--- config.mk ---
export PLATFORM = sky130hd
export DESIGN_NAME = servo_pwm
export DESIGN_NICKNAME = d
export VERILOG_FILES = /design/src/rtl/servo_pkg.sv /design/src/rtl/us_tick.sv /design/src/rtl/servo_pwm.sv
export SDC_FILE = /design/constraint.sdc
export NUM_CORES = 1
export LEC_CHECK = 0
export ABC_AREA = 0
export BUFFER_PORTS_ARGS = -buffer_cell sky130_fd_sc_hd__buf_2
export CORE_MARGIN = 8
export CORE_UTILIZATION = 45
export CTS_CLUSTER_DIAMETER = 80
export DETAILED_ROUTE_END_ITERATION = 8
export GPL_ROUTABILITY_DRIVEN = 0
export GPL_TIMING_DRIVEN = 0
export PLACE_DENSITY = 0.61
export SKIP_LAST_GASP = 1
export SLEW_MARGIN = 40
export SYNTH_ARGS = -nofsm -noshare
export SYNTH_HDL_FRONTEND = slang
export SYNTH_SLANG_ARGS = --single-unit
--- constraint.sdc ---
create_clock -name iClk -period 3.86 [get_ports iClk]
set_clock_uncertainty 0.2 [all_clocks]
set_input_delay 0.772 -clock iClk [delete_from_list [all_inputs] [get_ports iClk]]
set_output_delay 0.772 -clock iClk [all_outputs]
set_load 0.02 [all_outputs]
--- src/rtl/servo_pkg.sv ---
// Shared servo constants and angle/pulse helpers, reusable by any block that
// produces or consumes servo angles.
package servo_pkg;

   typedef logic [7:0] angle_t;

   localparam angle_t      MAX_ANGLE     = 8'd180;
   localparam angle_t      RESET_ANGLE   = 8'd90;
   localparam logic [15:0] MIN_PULSE_US  = 16'd500;
   localparam logic [15:0] PULSE_SPAN_US = 16'd2000;

   function automatic angle_t clamp_angle(input angle_t a);
      if (a > MAX_ANGLE) begin
         return MAX_ANGLE;
      end else begin
         return a;
      end
   endfunction

   // span/180 reduces to 100/9, so this floors exactly like angle*100/9
   function automatic logic [15:0] pulse_width_us(input angle_t a);
      logic [19:0] prod;
      prod = 20'(a) * 20'(PULSE_SPAN_US);
      return MIN_PULSE_US + 16'(prod / 20'(MAX_ANGLE));
   endfunction

endpackage

--- src/rtl/us_tick.sv ---
// Free-running prescaler: oTick pulses on the last clock of every microsecond,
// oPhase0 marks the first clock of every microsecond.
module us_tick #(
   parameter int CLK_HZ = 50000000
) (
   input  logic iClk,
   input  logic iRst_n,
   output logic oTick,
   output logic oPhase0
);

   localparam int DIV = CLK_HZ / 1000000;
   localparam int CW  = (DIV > 1) ? $clog2(DIV) : 1;
   localparam logic [CW-1:0] LAST = CW'(DIV - 1);

   logic [CW-1:0] cnt_q;
   logic [CW-1:0] cnt_d;

   // Next prescaler count, wrapping after DIV clocks
   always_comb begin
      if (cnt_q == LAST) begin
         cnt_d = '0;
      end else begin
         cnt_d = cnt_q + CW'(1);
      end
   end

   // Prescaler register
   always_ff @(posedge iClk or negedge iRst_n) begin
      if (!iRst_n) begin
         cnt_q <= '0;
      end else begin
         cnt_q <= cnt_d;
      end
   end

   assign oTick   = (cnt_q == LAST);
   assign oPhase0 = (cnt_q == '0);

endmodule

--- src/rtl/servo_pwm.sv ---
// Hobby-servo PWM generator: angle latched once per frame, pulse 500..2500 us.
// Optional per-frame slew limiting is enabled by defining SERVO_SLEW_EN.
module servo_pwm
   import servo_pkg::*;
#(
   parameter int CLK_HZ    = 50000000,
   parameter int PERIOD_US = 20000,
   parameter int SLEW_STEP = 1
) (
   input  logic       iClk,
   input  logic       iRst_n,
   input  logic [7:0] iAngle,
   output logic       oPwm,
   output logic       oFrameStart,
   output logic [7:0] oAngleApplied
);

   localparam int FW = ($clog2(PERIOD_US) > 12) ? $clog2(PERIOD_US) : 12;
   localparam logic [FW-1:0] FRAME_LAST = FW'(PERIOD_US - 1);

   logic          tick_s;
   logic          phase0_s;
   angle_t        target_s;
   angle_t        angle_next_s;

   logic [FW-1:0] frame_q, frame_d;
   logic [FW-1:0] width_q, width_d;
   angle_t        angle_q, angle_d;
   logic          pwm_q, pwm_d;
   logic          fs_q, fs_d;

   us_tick #(
      .CLK_HZ (CLK_HZ)
   ) u_us_tick (
      .iClk    (iClk),
      .iRst_n  (iRst_n),
      .oTick   (tick_s),
      .oPhase0 (phase0_s)
   );

   assign target_s = clamp_angle(iAngle);

`ifdef SERVO_SLEW_EN
   localparam angle_t STEP = 8'(SLEW_STEP);

   angle_t diff_s;

   // Move toward the target by at most STEP degrees per frame
   always_comb begin
      diff_s       = 8'd0;
      angle_next_s = angle_q;
      if (target_s >= angle_q) begin
         diff_s = target_s - angle_q;
         if (diff_s > STEP) begin
            angle_next_s = angle_q + STEP;
         end else begin
            angle_next_s = target_s;
         end
      end else begin
         diff_s = angle_q - target_s;
         if (diff_s > STEP) begin
            angle_next_s = angle_q - STEP;
         end else begin
            angle_next_s = target_s;
         end
      end
   end
`else
   // Step size only matters when slewing is built in
   localparam int unused_slew_step = SLEW_STEP;

   assign angle_next_s = target_s;
`endif

   // Frame counter, angle latch and per-frame width; all change only at the wrap
   always_comb begin
      frame_d = frame_q;
      angle_d = angle_q;
      width_d = width_q;
      if (tick_s) begin
         if (frame_q == FRAME_LAST) begin
            frame_d = '0;
            angle_d = angle_next_s;
            width_d = FW'(pulse_width_us(angle_next_s));
         end else begin
            frame_d = frame_q + FW'(1);
         end
      end else begin
         frame_d = frame_q;
      end
      pwm_d = (frame_q < width_q);
      fs_d  = phase0_s && (frame_q == '0);
   end

   // State and output registers; reset forces the line low immediately
   always_ff @(posedge iClk or negedge iRst_n) begin
      if (!iRst_n) begin
         frame_q <= '0;
         angle_q <= RESET_ANGLE;
         width_q <= FW'(pulse_width_us(RESET_ANGLE));
         pwm_q   <= 1'b0;
         fs_q    <= 1'b0;
      end else begin
         frame_q <= frame_d;
         angle_q <= angle_d;
         width_q <= width_d;
         pwm_q   <= pwm_d;
         fs_q    <= fs_d;
      end
   end

   assign oPwm          = pwm_q;
   assign oFrameStart   = fs_q;
   assign oAngleApplied = angle_q;

endmodule
Word level (Yosys, flattened, before mapping)

Index checks and enable logic that the tools add are counted.

Register bits: 46
Bits in latches: 0
RAM bits: 0
Bits in read-only memories: 0
Bits of input ports: 10
Output and inout port bits: 10
Memories kept: 0

Add/sub/neg operators: 3
Multiply operators: 1
Divide/modulo/power cells: 1
$lt $le $gt $ge: 2
Equal/unequal tests: 2
Shift operators: 0
Multiplexer cells: 3
Bitwise gates (word level): 0
Reductions and logical operators: 4

Operator list:

| kind                                                 | count |
|---|---|
| divider 19 x 8 -> 20 bit, second input constant      | 1 |
| adder 15 x 1 -> 15 bit, second input constant        | 1 |
| adder 9 x 15 -> 15 bit, first input constant         | 1 |
| equality test 15 bit, second input constant          | 1 |
| zero test 15 bit                                     | 1 |
| less-than comparator 15 bit                          | 1 |
| multiplier 8 x 7 -> 15 bit, second input constant    | 1 |
| 2-to-1 mux 15 bit                                    | 1 |
| greater-than comparator 8 bit, second input constant | 1 |
| 2-to-1 mux 8 bit                                     | 1 |
| adder 6 x 1 -> 6 bit, second input constant          | 1 |
| equality test 6 bit, second input constant           | 1 |
| zero test 6 bit                                      | 1 |
| 2-to-1 mux 6 bit                                     | 1 |
| AND reduction 2 bit                                  | 1 |
| logical AND 1 bit                                    | 1 |

Longest topological paths before layout

Depth in word-level cells: 5
Mapped depth: 57
Depth with buffers taken out: 50

Hierarchy

From an unflattened synthesis, not the netlist that was laid out.

Cell total of the unflattened synthesis: 996
Area total of the unflattened synthesis: 7865.0 um^2

Modules (own cells, without submodules):

| module    | times used | cells each | area each (um^2) | seq. area each (um^2) |
|---|---|---|---|---|
| servo_pwm | 1          | 966        | 7557.2           | 964.7 |
| us_tick   | 1          | 30         | 307.8            | 150.1 |

Worst setup path after synthesis

No wires, ideal clock.

Path kind: input-to-reg
Start: input port iAngle[0]
End: register width_q[0]
Setup time: 0.128 ns
Arrival: 12.673 ns
Required time: 3.532 ns
Setup slack: -9.141 ns
Cell stages on the path: 51
Path buffers: 3
Path through: o21ai_0 > a21oi_1 > o21ai_0 > nor2b_1 > fa_1 > xnor2_1 > ha_1 > fa_1 > inv_1 > fa_1 > inv_1 > ha_1 > o211ai_1 > o211ai_1 > a21oi_2 > xnor2_1 > nor4_1 > or3_1 > [... 15 more ...] > a31oi_2 > or4_1 > a32oi_2 > o31ai_4 > clkbuf_1 > xnor2_1 > ha_1 > inv_1 > a41oi_1 > a21o_1 > nand2_4 > mux2i_1 > ha_1 > and3_1 > or3_1 > a32oi_1 > o2bb2ai_1 > a31oi_1

Longest elaborated chain between the ends: 5

Ends and longest elaborated chain:

| element                       | RTL line         | RTL |
|---|---|---|
| start: declaration            | servo_pwm.sv:12  | `input logic [7:0] iAngle,` |
| greater-than comparator 8 bit | servo_pkg.sv:13  | `if (a > MAX_ANGLE) begin` |
| 2-to-1 mux 8 bit *            | servo_pkg.sv:13  |  |
| multiplier 8 x 7 -> 15 bit *  | servo_pkg.sv:23  | `prod = 20'(a) * 20'(PULSE_SPAN_US);` |
| divider 19 x 8 -> 20 bit *    | servo_pkg.sv:24  | `return MIN_PULSE_US + 16'(prod / 20'(MAX_ANGLE));` |
| adder 9 x 15 -> 15 bit *      | servo_pkg.sv:24  |  |
| end signal: assignment        | servo_pwm.sv:100 | `width_q <= FW'(pulse_width_us(RESET_ANGLE));` |
| end signal: assignment        | servo_pwm.sv:106 | `width_q <= width_d;` |
| end: declaration              | servo_pwm.sv:27  | `logic [FW-1:0] width_q, width_d;` |

Mark *: on every way between the ends. The rest lies on a longest branch, timed or not.
A chain may end at the register's enable or synchronous reset.

Worst setup path after layout

Start: input port iAngle[1]
End: register width_q[0]

The elaborated chain is that of the path after synthesis.

==> out/metrics.cfg <==
[die]
die_width_um = 145
fp-row-count = 47
coreArea_um2 = 16500
die_h_um = 145
dieArea_um2 = 21100
initial_core_util = 0.456
pin_count = 20

[final_layout]
fin_nets = 1188
drive_gt1_frac = 0.351
finalNonFillerCells = 1320
regArea_um2 = 1110
stdcell_area_um2 = 10400
fillers = 1410
antennaDiodeCount = 0
area_delta_synth_final_pct = 38.7
multi_input_area_um2 = 7300

[setup_path]
slowest_delay_ns = 0.56
r2r_setup_slack_ns = 0.71
timing.rr.start = frame_q[1]
start_kind = input pin
cp.arrival_ns = 12.51
setup.worst_path.end_class = flop
worstPathRequired_ns = 3.82
cpMaxStageDelayCell = or4_4
critical_path_class = input pin to flop
ff2ff_path_depth = 17
timing.rr.end = oPwm
crit_fanout = 10
path_common_cell = buf_6

[route]
wl_um = 22200
vias_per_cell = 6.00
vias = 7920
drtPass1Iterations = 5
wl_per_cell_um = 16.8
first_iter_violations = 481
antenna_left = 0
drc = 0

[sta]
maxSlewViolCount = 0
setup_slack_ns = -8.69
min_period_over_period = 3.25
fin_setup_tns_ns = -98.98
fmax_mhz = 79.7
finalHoldViolations = 0
fin_hold_ws_ns = 0.260
setup_viol = 12
period_minus_slack_ns = 12.55
rsz0062_at_grt = yes
tightestPinTransition_ns = 0.807
relSlewSlack = 0.458

[logic_synthesis]
yosysTopAreaCellShare = 0.110
synthCells = 958
ys.flop_type = dfrtp_1
synthTopCellsByArea = dfrtp_1, ha_1, xnor2_1
yosysUniqueCellTypes = 108
synth_edf_count = 0
syn_avg_cell_area_um2 = 7.84
yosys_warnings = 0
synthesis.nets = 1047
synth_commonest_cells = nand2_1, nor2_1, inv_1, ha_1, a21oi_1
synth_area_leader_cell = dfrtp_1
synth-seq-cells = 44
synth-seq-area-share = 0.149
synth_most_common_cell = nand2_1
async_flop_share = 1.00
synth_area_um2 = 7510

[cts]
cts_made_buffers = 5
cts_buffer_depth = 2
cts_tree = done
worstSkewPairLatency_ns = 0.28
cts-root-buf = clkbuf_16
h-tree-depth = 2
cts_sinks = 44
ctsHoldBuffers = 0
clkTransAtPathRegs_ns = 0.06

[placement]
hpwl_um = 15500
io_buffer_count = 19
dpl.cell_count = 1197
dpl_cell_area_um2 = 8370

[worst_hold_path]
whs_path_depth = 2
hold_class = flop to flop
holdPathEnd = width_q[7]
hold_start = width_q[7]

[global_route]
grt_max_degree = 45
grt_pass1_wl_um = 36600
grt.total_usage = 0.197
grt_pass1_vias = 7670
antenna_found_initial = 0
gr-total-overflow = 0

[outcome]
violations = negative setup slack
status = finished with violations

[flow_run]
max-cap-violations = 0

cells by family after synthesis:
family	after synthesis	synth area share
other	1	0.000500
AND/OR/NAND/NOR	334	0.226
flip-flops	44	0.149
XOR/XNOR	68	0.0803
adder cells (fa/ha/maj)	80	0.153
AO/OA/AOI/OAI	303	0.307
multiplexers	19	0.0263
buffers and inverters	109	0.0585
metal layers:
layer  vias up  GRT usage  share of wire
met1      3858      0.249           0.44
met5         -          0              0
li1       3854          -              -
met2       171      0.355           0.51
met4         0     0.0526          0.022
met3        37     0.0146          0.023
critical path, delay by kind of cell:
family                   cells  cell delay [ns]
adder cells (fa/ha/maj)      7             2.48
XOR/XNOR                     2             0.38
AND/OR/NAND/NOR              9             2.22
AO/OA/AOI/OAI               24             5.21
multiplexers                 1             0.21
buffers and inverters        9             1.19
cell usage in the layout (no fill, tap or decap), types with 7 or more instances in the layout:
master	instances
or3_1	11
o21ai_2	11
o21ai_1	17
o22ai_1	8
a31oi_1	9
mux2i_1	10
inv_1	66
xnor2_2	14
a21oi_2	11
xor2_1	11
nand2b_1	10
dfrtp_1	33
nand3_1	31
nor2_1	64
clkbuf_1	16
nand2_1	78
dfstp_2	11
buf_6	16
a21o_1	13
xnor2_1	33
o21ai_0	33
o211ai_1	18
buf_4	110
ha_1	50
ha_4	8
fa_1	18
or2_2	7
a21oi_1	40
nor4_1	12
nor3_1	21
buf_2	19
nand4_1	19
flip-flops by register name, summed over array words and instances, names as in the netlist:
signal / flops
width_q: 13
oAngleApplied: 8
oPwm: 1
u_us_tick.cnt_q: 6
oFrameStart: 1
frame_q: 15
layout make-up:
class | instances | share of cell area
Tap cell | 220 | 0.0264
Sequential cell | 44 | 0.107
Inverter | 71 | 0.0263
Multi-Input combinational cell | 805 | 0.701
Clock buffer | 7 | 0.0137
Buffer | 36 | 0.0235
Timing Repair Buffer | 136 | 0.101
Clock inverter | 1 | 0.000721
how the worst max path moves through the flow:
stage                   start         end  slack (ns)  depth (start not counted)
floorplan           iAngle[0]  width_q[0]       -8.18                         50
global placement    iAngle[0]  width_q[0]       -9.98                         54
detailed placement  iAngle[0]  width_q[0]      -10.07                         53
CTS                 iAngle[1]  width_q[0]       -8.51                         54
global route        iAngle[1]  width_q[0]       -9.15                         52
finish              iAngle[1]  width_q[0]       -8.69                         52
repair_timing:
action,CTS,global route
pin swaps,92,48
hold endpoints to repair,0,0
resized for setup,144,60
setup endpoints to repair,12,12
gates cloned,1,0
buffers inserted,98,22
metrics by stage:
stage	utilization	setup WS (ns)
global route	0.632	-9.15
detailed placement	0.508	-10.07
finish	0.632	-8.69
global placement	0.507	-9.98
CTS	0.605	-8.51
floorplan	-	-8.18
Power is left out: the tool's default activity adds up to more than one toggle a clock period on the data nets, which glitch-free logic cannot reach.
